**config.mk**
```make
export PLATFORM = sky130hd
export DESIGN_NAME = access_trace_buf_flat
export DESIGN_NICKNAME = d
export VERILOG_FILES = /design/src/rtl/access_trace_pkg.sv /design/src/rtl/access_trace_buf_if.sv /design/src/rtl/access_trace_buf_ram.sv /design/src/rtl/access_trace_buf.sv /design/src/flat_wrapper.sv
export SDC_FILE = /design/constraint.sdc
export NUM_CORES = 2
export LEC_CHECK = 0
export ABC_CLOCK_PERIOD_IN_PS = 53200
export CORE_ASPECT_RATIO = 1.75
export CORE_UTILIZATION = 26
export CTS_BUF_LIST = sky130_fd_sc_hd__clkbuf_4 sky130_fd_sc_hd__clkbuf_8 sky130_fd_sc_hd__clkbuf_16
export CTS_CLUSTER_SIZE = 20
export DETAILED_ROUTE_END_ITERATION = 16
export PLACE_DENSITY = 0.42
export SETUP_SLACK_MARGIN = 0.5
export SLEW_MARGIN = 5
export SYNTH_ARGS = -nofsm -noshare
export SYNTH_HDL_FRONTEND = slang
export SYNTH_MEMORY_MAX_BITS = 65536
export SYNTH_SLANG_ARGS = --single-unit
```
**constraint.sdc**
```tcl
create_clock -name clk -period 53.2 [get_ports clk]
set_input_delay 7.98 -clock clk [delete_from_list [all_inputs] [get_ports clk]]
set_output_delay 7.98 -clock clk [all_outputs]
set_load 0.01 [all_outputs]
```
**src/rtl/access_trace_pkg.sv**
```systemverilog
// Shared types for the access-stage trace recorder: record layout, trigger modes, FSM states.
package access_trace_pkg;

    localparam int TRACE_ADDR_W = 64;
    localparam int TRACE_DATA_W = 64;

    typedef struct packed {
        logic [TRACE_ADDR_W-1:0] pc;
        logic [4:0]              rd;
        logic [TRACE_ADDR_W-1:0] addr;
        logic [TRACE_DATA_W-1:0] data;
        logic [TRACE_DATA_W-1:0] d_data;
    } trace_rec_t;

    typedef enum logic [1:0] {
        TRIG_FREE = 2'b00,
        TRIG_PC   = 2'b01,
        TRIG_ADDR = 2'b10,
        TRIG_RD   = 2'b11
    } trig_mode_e;

    typedef enum logic [1:0] {
        IDLE  = 2'd0,
        ARMED = 2'd1,
        POST  = 2'd2,
        DONE  = 2'd3
    } trace_state_e;

endpackage

```
**src/rtl/access_trace_buf_if.sv**
```systemverilog
// Access-stage bus as seen by the trace recorder; the monitor only ever uses the slave side.
interface access_trace_buf_if;
    import access_trace_pkg::*;

    logic                    stall;
    logic [TRACE_ADDR_W-1:0] pc;
    logic [4:0]              rd;
    logic [TRACE_ADDR_W-1:0] addr;
    logic [TRACE_DATA_W-1:0] data;
    logic                    request;
    logic                    d_valid;
    logic [TRACE_DATA_W-1:0] d_data;

    modport master (output stall, pc, rd, addr, data, request, d_valid, d_data);
    modport slave  (input  stall, pc, rd, addr, data, request, d_valid, d_data);
endinterface

```
**src/rtl/access_trace_buf_ram.sv**
```systemverilog
// Trace storage: one write port, one registered read port, read-before-write on address collision.
module trace_ram #(
    parameter int DEPTH = 16,
    parameter int W     = 8
) (
    input  logic                     clk,
    input  logic                     we,
    input  logic [$clog2(DEPTH)-1:0] waddr,
    input  logic [W-1:0]             wdata,
    input  logic                     re,
    input  logic [$clog2(DEPTH)-1:0] raddr,
    output logic [W-1:0]             q
);

    logic [W-1:0] mem [DEPTH];

    always_ff @(posedge clk) begin
        if (we) mem[waddr] <= wdata;
        if (re) q <= mem[raddr];
    end

endmodule

```
**src/rtl/access_trace_buf.sv**
```systemverilog
// Access-stage trace recorder: circular capture with PC/addr/rd trigger, post-trigger depth, freeze.
// Optional ACCESS_TRACE_DISPLAY_EN prints every stored record (simulation only).
module access_trace_buf
    import access_trace_pkg::*;
#(
    parameter int DEPTH  = 16,
    parameter int ADDR_W = TRACE_ADDR_W,
    parameter int DATA_W = TRACE_DATA_W
) (
    input  logic                     clk,
    input  logic                     rst_n,
    access_trace_buf_if.slave        bus,
    input  logic                     arm,
    input  logic [1:0]               trig_mode,
    input  logic [ADDR_W-1:0]        trig_val,
    input  logic [$clog2(DEPTH):0]   post_cnt,
    input  logic                     rd_en,
    input  logic [$clog2(DEPTH)-1:0] rd_idx,
    output logic                     rd_valid,
    output trace_rec_t               rd_rec,
    output logic [$clog2(DEPTH):0]   count,
    output logic [1:0]               state,
    output logic                     triggered
);

    localparam int AW = $clog2(DEPTH);
    localparam int CW = AW + 1;

    trace_state_e  state_reg, state_next;
    logic [AW-1:0] wr_ptr_reg, wr_ptr_next;
    logic [CW-1:0] count_reg, count_next;
    logic [CW-1:0] post_reg, post_next;
    logic          trig_reg, trig_next;
    logic          rd_valid_reg, rd_zero_reg;

    logic          ev, match, we;
    logic [AW-1:0] waddr, raddr;
    logic [CW-1:0] phys_full;
    trace_rec_t    wdata, ram_q;
    trig_mode_e    mode;

    assign ev   = bus.request & bus.d_valid & ~bus.stall;
    assign mode = trig_mode_e'(trig_mode);

    always_comb begin
        case (mode)
            TRIG_PC:   match = (bus.pc == trig_val);
            TRIG_ADDR: match = (bus.addr == trig_val);
            TRIG_RD:   match = (bus.rd == trig_val[4:0]);
            default:   match = 1'b0;
        endcase
    end

    assign wdata = '{pc: bus.pc, rd: bus.rd, addr: bus.addr, data: bus.data, d_data: bus.d_data};

    // arm overrides every state; a coincident ev lands in slot 0 of the fresh buffer
    always_comb begin
        state_next  = state_reg;
        wr_ptr_next = wr_ptr_reg;
        count_next  = count_reg;
        post_next   = post_reg;
        trig_next   = trig_reg;
        we          = 1'b0;
        waddr       = wr_ptr_reg;
        if (arm) begin
            state_next  = ARMED;
            trig_next   = 1'b0;
            post_next   = '0;
            waddr       = '0;
            we          = ev;
            wr_ptr_next = ev ? AW'(1) : '0;
            count_next  = ev ? CW'(1) : '0;
        end else if ((state_reg == ARMED || state_reg == POST) && ev) begin
            we          = 1'b1;
            wr_ptr_next = wr_ptr_reg + AW'(1);
            if (count_reg != CW'(DEPTH)) count_next = count_reg + CW'(1);
            if (state_reg == ARMED) begin
                if (match) begin
                    trig_next = 1'b1;
                    if (post_cnt == '0) begin
                        state_next = DONE;
                    end else begin
                        post_next  = post_cnt;
                        state_next = POST;
                    end
                end
            end else begin
                post_next = post_reg - CW'(1);
                if (post_reg == CW'(1)) state_next = DONE;
            end
        end
    end

    always_ff @(posedge clk or negedge rst_n) begin
        if (!rst_n) begin
            state_reg    <= IDLE;
            wr_ptr_reg   <= '0;
            count_reg    <= '0;
            post_reg     <= '0;
            trig_reg     <= 1'b0;
            rd_valid_reg <= 1'b0;
            rd_zero_reg  <= 1'b1;
        end else begin
            state_reg    <= state_next;
            wr_ptr_reg   <= wr_ptr_next;
            count_reg    <= count_next;
            post_reg     <= post_next;
            trig_reg     <= trig_next;
            rd_valid_reg <= rd_en;
            rd_zero_reg  <= ({1'b0, rd_idx} >= count_reg);
        end
    end

    // rd_idx counts from the oldest entry; with a full buffer that is the slot at wr_ptr
    assign phys_full = {1'b0, wr_ptr_reg} - count_reg + {1'b0, rd_idx};
    assign raddr     = phys_full[AW-1:0];

    trace_ram #(
        .DEPTH (DEPTH),
        .W     ($bits(trace_rec_t))
    ) u_ram (
        .clk   (clk),
        .we    (we),
        .waddr (waddr),
        .wdata (wdata),
        .re    (rd_en),
        .raddr (raddr),
        .q     (ram_q)
    );

    assign rd_valid  = rd_valid_reg;
    assign rd_rec    = (rd_valid_reg && !rd_zero_reg) ? ram_q : '0;
    assign count     = count_reg;
    assign state     = state_reg;
    assign triggered = trig_reg;

`ifdef ACCESS_TRACE_DISPLAY_EN
    string abi_names [32] = '{
        "zero", "ra", "sp", "gp", "tp", "t0", "t1", "t2",
        "s0", "s1", "a0", "a1", "a2", "a3", "a4", "a5",
        "a6", "a7", "s2", "s3", "s4", "s5", "s6", "s7",
        "s8", "s9", "s10", "s11", "t3", "t4", "t5", "t6"};

    function automatic bit check_verbose(input logic [ADDR_W-1:0] p);
        return p != '1;
    endfunction

    always @(posedge clk) begin
        if (rst_n && we && check_verbose(bus.pc))
            $display("%0t pc=%h %s addr=%h data=%h d_data=%h state=%s%s",
                     $time, bus.pc, abi_names[bus.rd], bus.addr, bus.data, bus.d_data,
                     state_reg.name(),
                     (!arm && state_reg == ARMED && match) ? " TRIG" : "");
    end
`endif

endmodule
```
**src/flat_wrapper.sv**
```systemverilog
// flat-port wrapper written by rule: the top's interface ports become plain ports
module access_trace_buf_flat import access_trace_pkg::*;
#(
    parameter int DEPTH  = 16,
    parameter int ADDR_W = TRACE_ADDR_W,
    parameter int DATA_W = TRACE_DATA_W
)
  (clk, rst_n, arm, trig_mode, trig_val, post_cnt, rd_en, rd_idx, rd_valid, rd_rec, count, state, triggered, bus_stall, bus_pc, bus_rd, bus_addr, bus_data, bus_request, bus_d_valid, bus_d_data);
  access_trace_buf_if bus_i ();
  input  logic clk;
  input  logic rst_n;
  input  logic arm;
  input  logic [1:0] trig_mode;
  input  logic [ADDR_W-1:0] trig_val;
  input  logic [$clog2(DEPTH):0] post_cnt;
  input  logic rd_en;
  input  logic [$clog2(DEPTH)-1:0] rd_idx;
  output logic rd_valid;
  output trace_rec_t rd_rec;
  output logic [$clog2(DEPTH):0] count;
  output logic [1:0] state;
  output logic triggered;
  input wire logic [$bits(bus_i.stall)-1:0] bus_stall;
  input wire logic [$bits(bus_i.pc)-1:0] bus_pc;
  input wire logic [$bits(bus_i.rd)-1:0] bus_rd;
  input wire logic [$bits(bus_i.addr)-1:0] bus_addr;
  input wire logic [$bits(bus_i.data)-1:0] bus_data;
  input wire logic [$bits(bus_i.request)-1:0] bus_request;
  input wire logic [$bits(bus_i.d_valid)-1:0] bus_d_valid;
  input wire logic [$bits(bus_i.d_data)-1:0] bus_d_data;
  assign bus_i.stall = bus_stall;
  assign bus_i.pc = bus_pc;
  assign bus_i.rd = bus_rd;
  assign bus_i.addr = bus_addr;
  assign bus_i.data = bus_data;
  assign bus_i.request = bus_request;
  assign bus_i.d_valid = bus_d_valid;
  assign bus_i.d_data = bus_d_data;
  access_trace_buf #(.DEPTH(DEPTH), .ADDR_W(ADDR_W), .DATA_W(DATA_W)) u_core (.clk(clk), .rst_n(rst_n), .bus(bus_i), .arm(arm), .trig_mode(trig_mode), .trig_val(trig_val), .post_cnt(post_cnt), .rd_en(rd_en), .rd_idx(rd_idx), .rd_valid(rd_valid), .rd_rec(rd_rec), .count(count), .state(state), .triggered(triggered));
endmodule
```
* Word level (Yosys, flattened, before mapping) *
Memory sizes are Yosys's and may differ from the RTL's. A register that Yosys moved wholly into a read port is not among the register bits.
Cells that the tools add are included.

word-level totals
  bits in registers = 19
  bits in writable memories = 4176
  input port bits = 343
  output and inout bits = 270
  logic and storage cells = 72
  memories kept = 1

memory list
  name              words  width  read ports  clocked after Yosys merged registers in  write ports  RTL line                    source
  u_core.u_ram.mem  16     261    1           1                                        1            access_trace_buf_ram.sv:15  logic [W-1:0] mem [DEPTH];

operators by class
  add/sub/neg operators = 5
  order comparisons = 1
  equal/unequal tests = 12
  mux-type cells = 29
  bitwise operators = 3
  reductions and logical operators = 14

operator list
  operator                                               number
  2-to-1 mux 261 bit                                     1
  equality test 64 bit                                   2
  2-to-1 mux 5 bit                                       8
  2-to-1 mux 4 bit                                       3
  2-to-1 mux 1 bit                                       11
  2-to-1 mux 2 bit                                       5
  AND reduction 3 bit                                    3
  nonzero test 2 bit                                     4
  equality test 2 bit, second input constant             3
  adder 5 x 1 -> 5 bit, second input constant            1
  equality test 5 x 1 -> 1 bit, second input constant    1
  equality test 5 bit                                    1
  >= comparator 4 x 5 -> 1 bit                           1
  zero test 5 bit                                        1
  inequality test 5 bit, second input constant           1
  subtractor 5 x 1 -> 5 bit, second input constant       1
  adder 4 x 1 -> 4 bit, second input constant            1
  adder 4 bit                                            1
  equality test 2 x 1 -> 1 bit, second input constant    2
  subtractor 4 bit                                       1
  inequality test 3 x 2 -> 1 bit, second input constant  1
  inequality test 3 bit, second input constant           1
  one-hot mux 1 bit (3 select lines)                     1
  nonzero test 3 bit                                     1
  6 further kinds                                        8

* Depth between registers and ports, before layout *
  word-level depth = 7
  mapped depth = 12
  depth with buffers taken out = 10

* Modules after synthesis *
A second synthesis with hierarchy kept.

second synthesis, totals
  cell total of the unflattened synthesis = 7392
  area, all modules = 168887.0 sq um

by module, submodules not included
  module            times used  cells each  area an instance (sq um)  seq. area each (sq um)
  trace_ram         1           6772        164242.5                  133237.8
  access_trace_buf  1           620         4644.5                    476.7

* Worst setup path after synthesis *
Ideal clock, no wire load.

  kind = input port to flip-flop
  start point = input arm
  end point = memory u_core.u_ram.mem[11][0] (netlist name) (enable)
  setup time = 2.267 ns
  arrival time = 48.562 ns
  data required time = 50.933 ns
  setup slack = 2.371 ns
  stages on the path = 3
  path buffers = 0
  cell sequence = clkinv_1 nand3_1 a2111oi_0

on the way
  word-level cells in the longest chain between the ends = 3
  elaborated cells on any way between the ends = 4
  classes of those cells = mux: 4

RTL lines
  item                                    RTL line                    source
  start: declaration                      flat_wrapper.sv:12          input logic arm;
  2-to-1 mux 1 bit                        access_trace_buf.sv:65      if (arm) begin
  2-to-1 mux 1 bit                        access_trace_buf_ram.sv:18  if (we) mem[waddr] <= wdata;
  2-to-1 mux 1 bit (implied by the code)  access_trace_buf_ram.sv:18
  end: declaration                        access_trace_buf_ram.sv:15

Several ways; a longest one is shown, not always the timed one.

* Worst setup path in the final report *
  start point = input rd_idx[1]
  end point = register u_core.u_ram.q[109] (read register of u_core.u_ram.mem), data pin

on the way
  word-level cells in the longest chain between the ends = 1

RTL lines
  item                RTL line                    source
  start: declaration  flat_wrapper.sv:17          input logic [$clog2(DEPTH)-1:0] rd_idx;
  adder 4 bit         access_trace_buf.sv:115     assign phys_full = {1'b0, wr_ptr_reg} - count_reg + {1'b0, rd_idx};
  end: declaration    access_trace_buf_ram.sv:12  output logic [W-1:0] q

No other way between the ends.
A chain may end at the register's enable or synchronous reset.

==> impl_results.md <==
* Status: finished, final reports clean
* Fraction of layout instances using a drive strength above 1 at 28.12%
* DP Wirelength at 288.3 mm
* Footprint of the multi-input gates at 33,620 µm²
* Clk buf depth at 5
* CTS tree: yes
* R2r endpoint: u_core.u_ram.q[109]$_DFFE_PP_
* Pleak at 60.79 nW
* WHS Path Cells at 1
* Data arrival time of the critical path at 15.34 ns
* Sequential share of the synthesized area at 79.31%
* Mapped Cells at 6,685
* Skew final at 0.1206 ns
* Hold Crit Start: u_core.count[4]$_DFFE_PN0P_
* Clock transition at path regs at 0.07 ns
* Worst hold margin at 0.4790 ns
* Synth top area share at 79.03%
* Met2 track demand over resource at 27.44%
* Sinks on Clock Net at 4,456
* Clk root buf: clkbuf_16
* Flop2flop setup slack at 45.25 ns
* H-Tree Depth at 5
* Most used cell, CP: buf_4
* Overall routed net length at 518.8 mm
* Yosys warns at 0
* Drt pass-1 iters at 5
* Family with the most delay on the worst path: buffers and inverters
* # fillers at 61,680
* Final antenna-violating net count at 0
* Iteration-0 DRC Markers at 6,901
* Final non-filler cell total at 16,620
* Cts bufs inserted at 442
* Crit path launch type: primary input
* Min Tclk post-route at 14.63 ns
* Initial antenna violation count at 141
* Total grt overflow at 0
* Ys flop type: edfxtp_1
* Register-to-Register Path Depth at 10
* Peak supply drop at 0.03686 mV
* CTS Hold Bufs at 0
* Highest fanout seen on the critical path at 57
* Gr usage total at 15.71%
* Final Total Pwr at 9.030 mW
* Yosys cell types at 51
* WS Path Type: primary input to flop
* Count of final setup violators at 0
* Num ports at 613
* CP required at 53.92 ns
* Largest net degree at the start of global routing at 103
* Fmax at 68.38 MHz
* P&R area growth vs syn at 18.83%
* Synth top area cells: edfxtp_1, mux4_2, and2_1
* Buffers and inverters on the worst path at 7
* Slew Limit Fails at 0
* Max-Cap Viols at 0
* Die area at 651,800 µm²
* Die Y at 1.067 mm
* Max-slew headroom at 16.81%
* Most flop-heavy register: u_core.u_ram.mem
* Post-synth net total at 7,048
* First-pass GRT wire length at 708.8 mm
* Setup ws final at 38.57 ns
* Layout Utilization at 31.06%
* GRT busiest layer: met2
* Biggest regs: u_core.u_ram.mem (4176), u_core.u_ram.q (261)
* Mapped Area at 168,600 µm²
* Number of global-route vias before repair at 84,000
* Met1 usage at 20.17%
* Design Area, Final at 200,300 µm²
* Hold crit path type: flop to flop
* Final nets at 7,987
* Vias per inst at 4.612
* GR Util met3 at 2.789%
* Post-route clock period utilization at 27.49%
* Unrepaired setup endpoints after global routing: false
* Worst path max stage delay at 1.32 ns
* Pre-CTS setup slack at 37.45 ns
* Placement-stage cell area at 186,300 µm²
* PortBufs at 612
* WL/cell at 31.21 µm
* Number of synthesized flops with an enable pin at 4,437
* Register area at 133,700 µm²
* Clk_lat worst skew at 1.07 ns
* Detailed-route via count at 76,670
* Initial Util at 26.13%
* Setup TNS at 0 ns
* CORE AREA at 645,100 µm²
* Hold Fails Final Rpt at 0
* DRC violations left at 0
* Critical path's slowest cell: fa_4
* Syn avg cell area at 25.22 µm²
* P per Cell Area at 45.07 nW/µm²
* Cells along the critical path: clkdlybuf4s50_1 > inv_1 > fa_1 > fa_4 > buf_4 > buf_4 > buf_4 > buf_4 > buf_4 > mux4_2 > mux4_2
* Async set-reset flop share out of synthesis at 0.4264%
* Hold EP: u_core.rd_zero_reg$_DFF_PN1_
* Row cnt at 390
* Post-CTS sizing at 0
* Cell total after placement at 15,800
* Die Wd at 610.7 µm
* Most instantiated cells after synthesis: edfxtp_1, mux4_2, and2_1
* Max reg flops at 4,176
* Most common cell in the netlist: edfxtp_1
* # Post-CTS Setup Buffers at 0
* Worst r2r src: u_core.wr_ptr_reg[1]$_DFFE_PN0P_
* Crit path capture type: flop
* Cell taking the most area after synthesis: edfxtp_1
* Worst-Margin Slew at 1.244 ns
* Routability Congestion at 0.7398
* Number of synthesized register bits at 4,456
-- kinds of logic after synthesis --
| logic type | count (synthesis) | synth area share, % |
|---|---|---|
| multiplexers | 1371 | 17.83 |
| flip-flops | 4456 | 79.31 |
| AND/OR/NAND/NOR | 362 | 1.270 |
| AO/OA/AOI/OAI | 50 | 0.2071 |
| XOR/XNOR | 65 | 0.3421 |
| adder cells (fa/ha/maj) | 20 | 0.1618 |
| buffers and inverters | 361 | 0.8795 |
-- power breakdown --
part           switching [mW]  internal [mW]  leakage (nW)
clock network            1.36           1.73          6.94
registers              0.0736           4.04          40.4
logic                   0.901          0.923          13.5
total                    2.34           6.69          60.8
-- cell usage in the layout (no fill, tap or decap), drive strengths merged, types with 32 or more instances in the layout --
master,n
clkdlybuf4s50,611
mux2i,66
bufinv,32
edfxtp,4437
nor2,33
clkbuf,526
xnor2,62
and2,262
buf,217
inv,35
mux4,1305
clkinv,203
-- worst max-delay path by stage --
stage	depth (start not counted)	slack (ns)	startpoint	to
floorplan	3	2.37	arm	u_core.u_ram.mem[11][0]$_DFFE_PP_
global placement	11	37.45	rd_idx[1]	u_core.u_ram.q[89]$_DFFE_PP_
detailed placement	11	37.45	rd_idx[1]	u_core.u_ram.q[109]$_DFFE_PP_
CTS	11	38.55	rd_idx[1]	u_core.u_ram.q[120]$_DFFE_PP_
global route	11	38.32	rd_idx[1]	u_core.u_ram.q[109]$_DFFE_PP_
finish	11	38.57	rd_idx[1]	u_core.u_ram.q[109]$_DFFE_PP_
-- area by class of cell --
| cell class | instances | share of cell area [%] |
|---|---|---|
| Inverter | 28 | 0.05246 |
| Timing Repair Buffer | 828 | 4.015 |
| Sequential cell | 4456 | 66.74 |
| Tap cell | 8624 | 5.386 |
| Multi-Input combinational cell | 1868 | 16.78 |
| Clock buffer | 526 | 5.879 |
| Clock inverter | 263 | 1.104 |
| Antenna cell | 30 | 0.03747 |
-- per-layer routing --
metal	up-vias	share of wire, %
li1	30750	-
met1	43120	42
met2	2010	51
met3	732	4.9
met4	56	2.2
met5	-	0.072
-- worst register-to-register path: cells and delay by family, from the launching register on --
family                     cells  cell delay, ns
buffers and inverters          6            4.16
adders and majority gates      2            1.83
muxes                          2            0.96
DFF                            1            0.63
Power figures use the tool's default switching activity.
